$ cat config.mk
export PLATFORM = sky130hd
export DESIGN_NAME = uart_tx_unit
export DESIGN_NICKNAME = d
export VERILOG_FILES = /design/src/rtl/uart_pkg.sv /design/src/rtl/uart_tx_baud_cnt.sv /design/src/rtl/uart_tx_unit.sv
export SDC_FILE = /design/constraint.sdc
export NUM_CORES = 1
export LEC_CHECK = 0
export ABC_AREA = 1
export BUFFER_PORTS_ARGS = -buffer_cell sky130_fd_sc_hd__buf_4
export CORE_ASPECT_RATIO = 0.5
export CORE_MARGIN = 10
export CORE_UTILIZATION = 41
export CTS_CLUSTER_DIAMETER = 80
export CTS_CLUSTER_SIZE = 12
export DETAILED_ROUTE_END_ITERATION = 10
export PLACE_DENSITY = 0.69
export SKIP_LAST_GASP = 1
export SLEW_MARGIN = 20
export SYNTH_ARGS = -nofsm -noshare
export SYNTH_HDL_FRONTEND = slang
export SYNTH_SLANG_ARGS = --single-unit
$ cat constraint.sdc
create_clock -name clock -period 5.87 [get_ports clock]
set_clock_uncertainty 0.05 [all_clocks]
set_input_delay 0.2935 -clock clock [delete_from_list [all_inputs] [get_ports clock]]
set_output_delay 0.2935 -clock clock [all_outputs]
set_load 0.02 [all_outputs]
$ cat src/rtl/uart_pkg.sv
// Shared UART definitions used by both the transmit and receive chains:
// parity and baud encodings, frame length, and the transmitter state enum.
package uart_pkg;

  // Parity encodings. 2'b11 is also treated as "none".
  localparam logic [1:0] PAR_NONE = 2'b00;
  localparam logic [1:0] PAR_ODD  = 2'b01;
  localparam logic [1:0] PAR_EVEN = 2'b10;

  // Baud encodings and the baud rates they select.
  localparam logic [1:0] BAUD_SEL_2400  = 2'b00;
  localparam logic [1:0] BAUD_SEL_4800  = 2'b01;
  localparam logic [1:0] BAUD_SEL_9600  = 2'b10;
  localparam logic [1:0] BAUD_SEL_19200 = 2'b11;

  localparam int BAUD_2400  = 2400;
  localparam int BAUD_4800  = 4800;
  localparam int BAUD_9600  = 9600;
  localparam int BAUD_19200 = 19200;

  // Start + 8 data + parity + stop.
  localparam int FRAME_BITS = 11;

  typedef enum logic [2:0] {
    TX_IDLE,
    TX_START,
    TX_DATA,
    TX_PARITY,
    TX_STOP
  } tx_state_t;

  // Parity bit for a byte; unknown/none types send a constant 1 so the
  // frame length never changes.
  function automatic logic parity_bit(input logic [7:0] data,
                                      input logic [1:0] ptype);
    logic p;
    case (ptype)
      PAR_ODD:  p = ~^data;
      PAR_EVEN: p = ^data;
      default:  p = 1'b1;
    endcase
    return p;
  endfunction

endpackage

$ cat src/rtl/uart_tx_baud_cnt.sv
// Per-bit baud counter for the UART transmitter. Counts 0..div-1 while
// enabled and flags bit_done on the last count of each bit period.
module uart_tx_baud_cnt #(
  parameter int CNT_W = 16
) (
  input  logic             clock,
  input  logic             reset,
  input  logic             restart,
  input  logic             enable,
  input  logic [CNT_W-1:0] div,
  output logic             bit_done
);

  logic [CNT_W-1:0] cnt;

  assign bit_done = enable && (cnt == div - CNT_W'(1));

  // Free-running bit counter, held at zero while idle and re-zeroed on accept.
  always_ff @(posedge clock or posedge reset) begin
    // NOTE: sequential state uses non-blocking assignments so every register
    // samples the pre-edge values, independent of statement order.
    if (reset) begin
      cnt <= '0;
    end else if (restart || !enable || bit_done) begin
      cnt <= '0;
    end else begin
      cnt <= cnt + CNT_W'(1);
    end
  end

endmodule

$ cat src/rtl/uart_tx_unit.sv
// UART transmitter: start, 8 data bits LSB first, parity, stop.
// Optional feature macro: UART_TX_TWO_STOP_EN (two stop bits, 12-bit frame).
module uart_tx_unit #(
  parameter int CLK_FREQ = 50_000_000,
  parameter int DATA_W   = 8
) (
  input  logic              clock,
  input  logic              reset,
  input  logic              send,
  input  logic [DATA_W-1:0] data_in,
  input  logic [1:0]        parity_type,
  input  logic [1:0]        baud_rate,
  output logic              data_tx,
  output logic              active_flag,
  output logic              done_flag
);
  import uart_pkg::*;

  localparam int CNT_W = $clog2(CLK_FREQ / BAUD_2400 + 1);

  localparam logic [CNT_W-1:0] DIV_2400  = CNT_W'(CLK_FREQ / BAUD_2400);
  localparam logic [CNT_W-1:0] DIV_4800  = CNT_W'(CLK_FREQ / BAUD_4800);
  localparam logic [CNT_W-1:0] DIV_9600  = CNT_W'(CLK_FREQ / BAUD_9600);
  localparam logic [CNT_W-1:0] DIV_19200 = CNT_W'(CLK_FREQ / BAUD_19200);

  tx_state_t         state, next_state;
  logic [DATA_W-1:0] shreg;
  logic              par_q;
  logic [CNT_W-1:0]  div_q, div_sel;
  logic [2:0]        bit_idx;
  logic              accept;
  logic              bit_done;
  logic              stop_last;
  logic              tx_d;

  // Divisor selected by the current baud encoding; only latched on accept.
  always_comb begin
    case (baud_rate)
      BAUD_SEL_2400:  div_sel = DIV_2400;
      BAUD_SEL_4800:  div_sel = DIV_4800;
      BAUD_SEL_9600:  div_sel = DIV_9600;
      default:        div_sel = DIV_19200;
    endcase
  end

  uart_tx_baud_cnt #(
    .CNT_W (CNT_W)
  ) u_baud_cnt (
    .clock    (clock),
    .reset    (reset),
    .restart  (accept),
    .enable   (state != TX_IDLE),
    .div      (div_q),
    .bit_done (bit_done)
  );

`ifdef UART_TX_TWO_STOP_EN
  logic stop_second;

  // Tracks which of the two stop bits is being sent.
  always_ff @(posedge clock or posedge reset) begin
    if (reset) begin
      stop_second <= 1'b0;
    end else if (state != TX_STOP) begin
      stop_second <= 1'b0;
    end else if (bit_done) begin
      stop_second <= ~stop_second;
    end
  end

  assign stop_last = stop_second;
`else
  assign stop_last = 1'b1;
`endif

  // Next-state logic; a send in the final stop cycle starts the next frame
  // on the same edge so there is no idle gap between frames.
  always_comb begin
    // NOTE: every signal written here gets a default first, so no path can
    // leave it unassigned and infer a latch.
    next_state = state;
    accept     = 1'b0;
    done_flag  = 1'b0;
    case (state)
      TX_IDLE: begin
        if (send) begin
          accept     = 1'b1;
          next_state = TX_START;
        end
      end
      TX_START: begin
        if (bit_done) next_state = TX_DATA;
      end
      TX_DATA: begin
        if (bit_done && bit_idx == 3'(DATA_W - 1)) next_state = TX_PARITY;
      end
      TX_PARITY: begin
        if (bit_done) next_state = TX_STOP;
      end
      TX_STOP: begin
        if (bit_done && stop_last) begin
          done_flag = 1'b1;
          if (send) begin
            accept     = 1'b1;
            next_state = TX_START;
          end else begin
            next_state = TX_IDLE;
          end
        end
      end
      default: next_state = TX_IDLE;
    endcase
  end

  // Line value for the cycle after this edge, chosen from the next state.
  always_comb begin
    tx_d = 1'b1;
    case (next_state)
      TX_START:  tx_d = 1'b0;
      TX_DATA:   tx_d = (state == TX_DATA && bit_done) ? shreg[1] : shreg[0];
      TX_PARITY: tx_d = par_q;
      default:   tx_d = 1'b1;
    endcase
  end

  assign active_flag = (state != TX_IDLE);

  // State, registered line output, and the latched frame contents.
  always_ff @(posedge clock or posedge reset) begin
    if (reset) begin
      state   <= TX_IDLE;
      data_tx <= 1'b1;
      shreg   <= '0;
      par_q   <= 1'b1;
      div_q   <= DIV_2400;
      bit_idx <= '0;
    end else begin
      state   <= next_state;
      data_tx <= tx_d;
      if (accept) begin
        shreg   <= data_in;
        par_q   <= parity_bit(data_in, parity_type);
        div_q   <= div_sel;
        bit_idx <= '0;
      end else if (state == TX_DATA && bit_done) begin
        shreg   <= shreg >> 1;
        bit_idx <= bit_idx + 3'd1;
      end
    end
  end

endmodule

==> run summary <==
- **result of the run** completed
- **DRC violation count after routing** 0
- **Port Buffer Count** 17
- **logic gate share of total power** 5.3%
- **type of the worst setup path** register to output pin
- **Worst Max-Slew Pin Slew** 629.7 ps
- **y dimension of the die** 79.44 um
- **endpoint class of the critical path** output pin
- **residual antenna-violating net count after detailed routing** 0
- **# diodes** 0
- **Finish-stage setup viols** 0
- **total of warnings raised by yosys** 0
- **Synth Flop Type** sky130_fd_sc_hd__dfrtp_1
- **die width** 138.9 um
- **Worst Setup Start Kind** register
- **number of standard cells after synthesis** 400
- **cells taking the most area after synthesis** sky130_fd_sc_hd__dfrtp_1, sky130_fd_sc_hd__nand2_1, sky130_fd_sc_hd__inv_1, sky130_fd_sc_hd__nand3_1, sky130_fd_sc_hd__ha_1
- **CTS buffer count** 5
- **Sinks on Clock Net** 40
- **syn avg cell area** 7.241 um2
- **largest voltage drop on the vdd net** 0.0001114 V
- **vias after detailed routing** 2557
- **headroom to the max-slew limit** 57.64%
- **max-cap violations** 0
- **clock input transition at the sequential cells of the worst setup and hold paths** 60 ps
- **Clock Power Share** 46.8%
- **residual overflow from global routing** 0
- **data required time of the worst path** 5530 ps
- **CP Data Arrival Time** 2370 ps
- **Clk Tree Root Cell** sky130_fd_sc_hd__clkbuf_16
- **initial antenna violation count** 0
- **Fmax** 368.5 MHz
- **via count of the first global-routing pass** 2545
- **minimum setup slack among reg-to-reg paths** 3290 ps
- **cell taking the most area after synthesis** sky130_fd_sc_hd__dfrtp_1
- **path depth of the worst reg2reg path** 17
- **number of enable-type register cells in the synthesized netlist** 0
- **wire length of the first global-routing pass** 11.90 mm
- **number of buffers on the longest clock path** 2
- **post-synthesis net count** 427
- **Syn-to-layout area delta** 11.79%
- **share of the yosys chip area belonging to registers** 34.77%
- **wire length after detailed routing** 6.660 mm
- **final-report max-slew violation count** 0
- **starting density of the core** 42.73%
- **startpoint of the worst-slack reg-to-reg timing path** div_q[8]
- **number of setup buffers added after CTS** 0
- **type of the most critical hold path** primary input to asynchronous set/reset pin
- **most numerous cell in the Yosys netlist** sky130_fd_sc_hd__nand2_1
- **sequential fraction of design power** 47.9%
- **TritonCTS clock tree** built
- **Top Ports** 18
- **switch share** 22.09%
- **biggest fanout along the worst timing path** 11
- **cell leakage power** 1.555 nW
- **post-layout min period** 2713 ps
- **post-cts resize count** 0
- **Post-CTS Hold Fix Bufs** 0
- **top cell type's share of synthesized area** 30.24%
- **Cell Int Power** 0.4487 mW
- **ratio of total power to cell area** 177.8 nW/um2
- **Synth top cells by count** sky130_fd_sc_hd__nand2_1, sky130_fd_sc_hd__inv_1, sky130_fd_sc_hd__nand3_1
- **fin crit share** 46.22%
- **gp weighted congestion** 0.9506
- **net switching power of the design** 0.1272 mW
- **flip-flop and latch count after synthesis** 40
- **Total Nets Final** 446
- **First-pass DRT Iterations** 4
- **setup total negative slack** 0 ps
- **worst reg2reg path endpoint** div_q[3]
- **number of DRC markers in iteration 0** 113
- **global-route usage over all layers** 12.64%
- **share of final-layout standard cells stronger than drive strength 1** 16.19%
- **endpoints failing hold** 0
- **number of vias per cell after detailed routing** 4.994
- **share of flip-flops with an asynchronous set or reset after synthesis** 100.0%
- **deepest level of the CTS H-tree** 2
- **total power consumption of the routed design** 0.5759 mW
- **area of the core** 6779 um2
- **number of unique standard cell types used by synthesis** 38
- **std cell rows** 21
- **estimated wirelength of the detail-placed design** 5.017 mm
- **WL per Instance** 13.01 um
- **area of the mapped netlist** 2897 um2
- **largest net degree at the start of global routing** 41
- **Die ar.** 11030 um2
- **RSZ-0062 raised after global routing** false
- **insertion delay of the later-clocked pin in the worst-skew pair** 280 ps
-- power by group through the flow --
stage | logic, mW | clock network, mW | registers, mW
final | 0.0304 | 0.270 | 0.276
after global routing | 0.0344 | 0.286 | 0.276
after CTS | 0.0314 | 0.275 | 0.276
after detailed placement | 0.0313 | 0 | 0.281
after global placement | 0.0311 | 0 | 0.281
after floorplan | 0.0172 | 0 | 0.281
-- cell usage in the layout (no fill, tap or decap), types with 2 or more instances in the layout --
master / netlist / final
sky130_fd_sc_hd__xor2_1: 4 / 4
sky130_fd_sc_hd__nand3_2: 5 / 5
sky130_fd_sc_hd__nand2_4: 3 / 3
sky130_fd_sc_hd__nor2_1: 34 / 34
sky130_fd_sc_hd__xnor2_1: 10 / 10
sky130_fd_sc_hd__buf_4: 1 / 18
sky130_fd_sc_hd__ha_1: 12 / 12
sky130_fd_sc_hd__nand2_2: 9 / 9
sky130_fd_sc_hd__clkbuf_16: 0 / 5
sky130_fd_sc_hd__nand3_1: 36 / 36
sky130_fd_sc_hd__inv_1: 54 / 54
sky130_fd_sc_hd__o21ai_0: 5 / 5
sky130_fd_sc_hd__nor4_1: 2 / 2
sky130_fd_sc_hd__nor3_1: 6 / 6
sky130_fd_sc_hd__o21ai_1: 9 / 9
sky130_fd_sc_hd__dfrtp_1: 35 / 35
sky130_fd_sc_hd__inv_2: 2 / 2
sky130_fd_sc_hd__nand4_1: 9 / 9
sky130_fd_sc_hd__dfstp_2: 5 / 5
sky130_fd_sc_hd__nor2_2: 9 / 9
sky130_fd_sc_hd__clkbuf_1: 1 / 2
sky130_fd_sc_hd__a21oi_1: 6 / 6
sky130_fd_sc_hd__nor2_4: 3 / 3
sky130_fd_sc_hd__nand2_1: 117 / 117
sky130_fd_sc_hd__nor3b_1: 7 / 7
-- critical path, stage by stage (launching register included) --
cell and delay [ps]:
sky130_fd_sc_hd__dfstp_2 570, sky130_fd_sc_hd__inv_2 110, sky130_fd_sc_hd__ha_1 270, sky130_fd_sc_hd__inv_1 90, sky130_fd_sc_hd__nand2_1 70, sky130_fd_sc_hd__nand3_1 70, sky130_fd_sc_hd__nand2_1 50, sky130_fd_sc_hd__inv_1 60
sky130_fd_sc_hd__nand3_1 80, sky130_fd_sc_hd__nor2_1 120, sky130_fd_sc_hd__nand2_2 80, sky130_fd_sc_hd__nor2_4 110, sky130_fd_sc_hd__nand3_4 110, sky130_fd_sc_hd__nor2_1 130, sky130_fd_sc_hd__buf_4 160
-- cells by family after synthesis --
logic type / after synthesis / synth area share, %
DFF: 40 / 34.77
AOI/OAI and AO/OA: 27 / 5.616
xor gates and xnor gates: 14 / 4.233
and+or+nand+nor: 244 / 40.91
buffers and inverters: 63 / 9.287
adders and majority gates: 12 / 5.183
-- sequential cells by signal, indices dropped and copies added, names as in the netlist --
signal,count
bit_idx,3
data_tx,1
shreg,8
par_q,1
state,3
div_q,9
u_baud_cnt.cnt,15
-- routing by layer --
layer  GRT usage [%]  part of all wire, %
met3           2.613                  4.8
met1           16.04                   48
met5               0                    0
met4           6.625                  2.7
met2           20.03                   45
-- per-stage QoR --
| stage | area, um2 | cells | utilization (%) | hold slack, ps | setup slack [ps] |
|---|---|---|---|---|---|
| after floorplan | 2897 | 400 | - | 360.3 | 3465 |
| after CTS | 3238 | 512 | 47.77 | 112.0 | 3145 |
| final | 3238 | 512 | 47.77 | 86.23 | 3157 |
| after global placement | 3097 | 504 | 45.68 | 412.2 | 3373 |
| after detailed placement | 3097 | 504 | 45.68 | 416.9 | 3309 |
| after global routing | 3238 | 512 | 47.77 | 143.1 | 2975 |
-- worst max-delay path by stage --
stage | from | to | slack, ps | cells after the start
after detailed placement | div_q[8] | div_q[3] | 3310 | 14
after floorplan | div_q[8] | done_flag | 3460 | 11
after global routing | div_q[8] | done_flag | 2970 | 14
after CTS | div_q[8] | done_flag | 3140 | 11
after global placement | div_q[8] | div_q[3] | 3370 | 14
final | div_q[8] | done_flag | 3160 | 14
-- final cells by class --
cell class	count	area [um2]
fillers	663	3541
repair buffers	18	135.1
inverters	57	219.0
clock buffers	7	132.6
flip-flops and latches	40	1007
well taps	92	115.1
multi-input cells	297	1620
clock inverters	1	8.758
(Power assumes the default switching activity.)
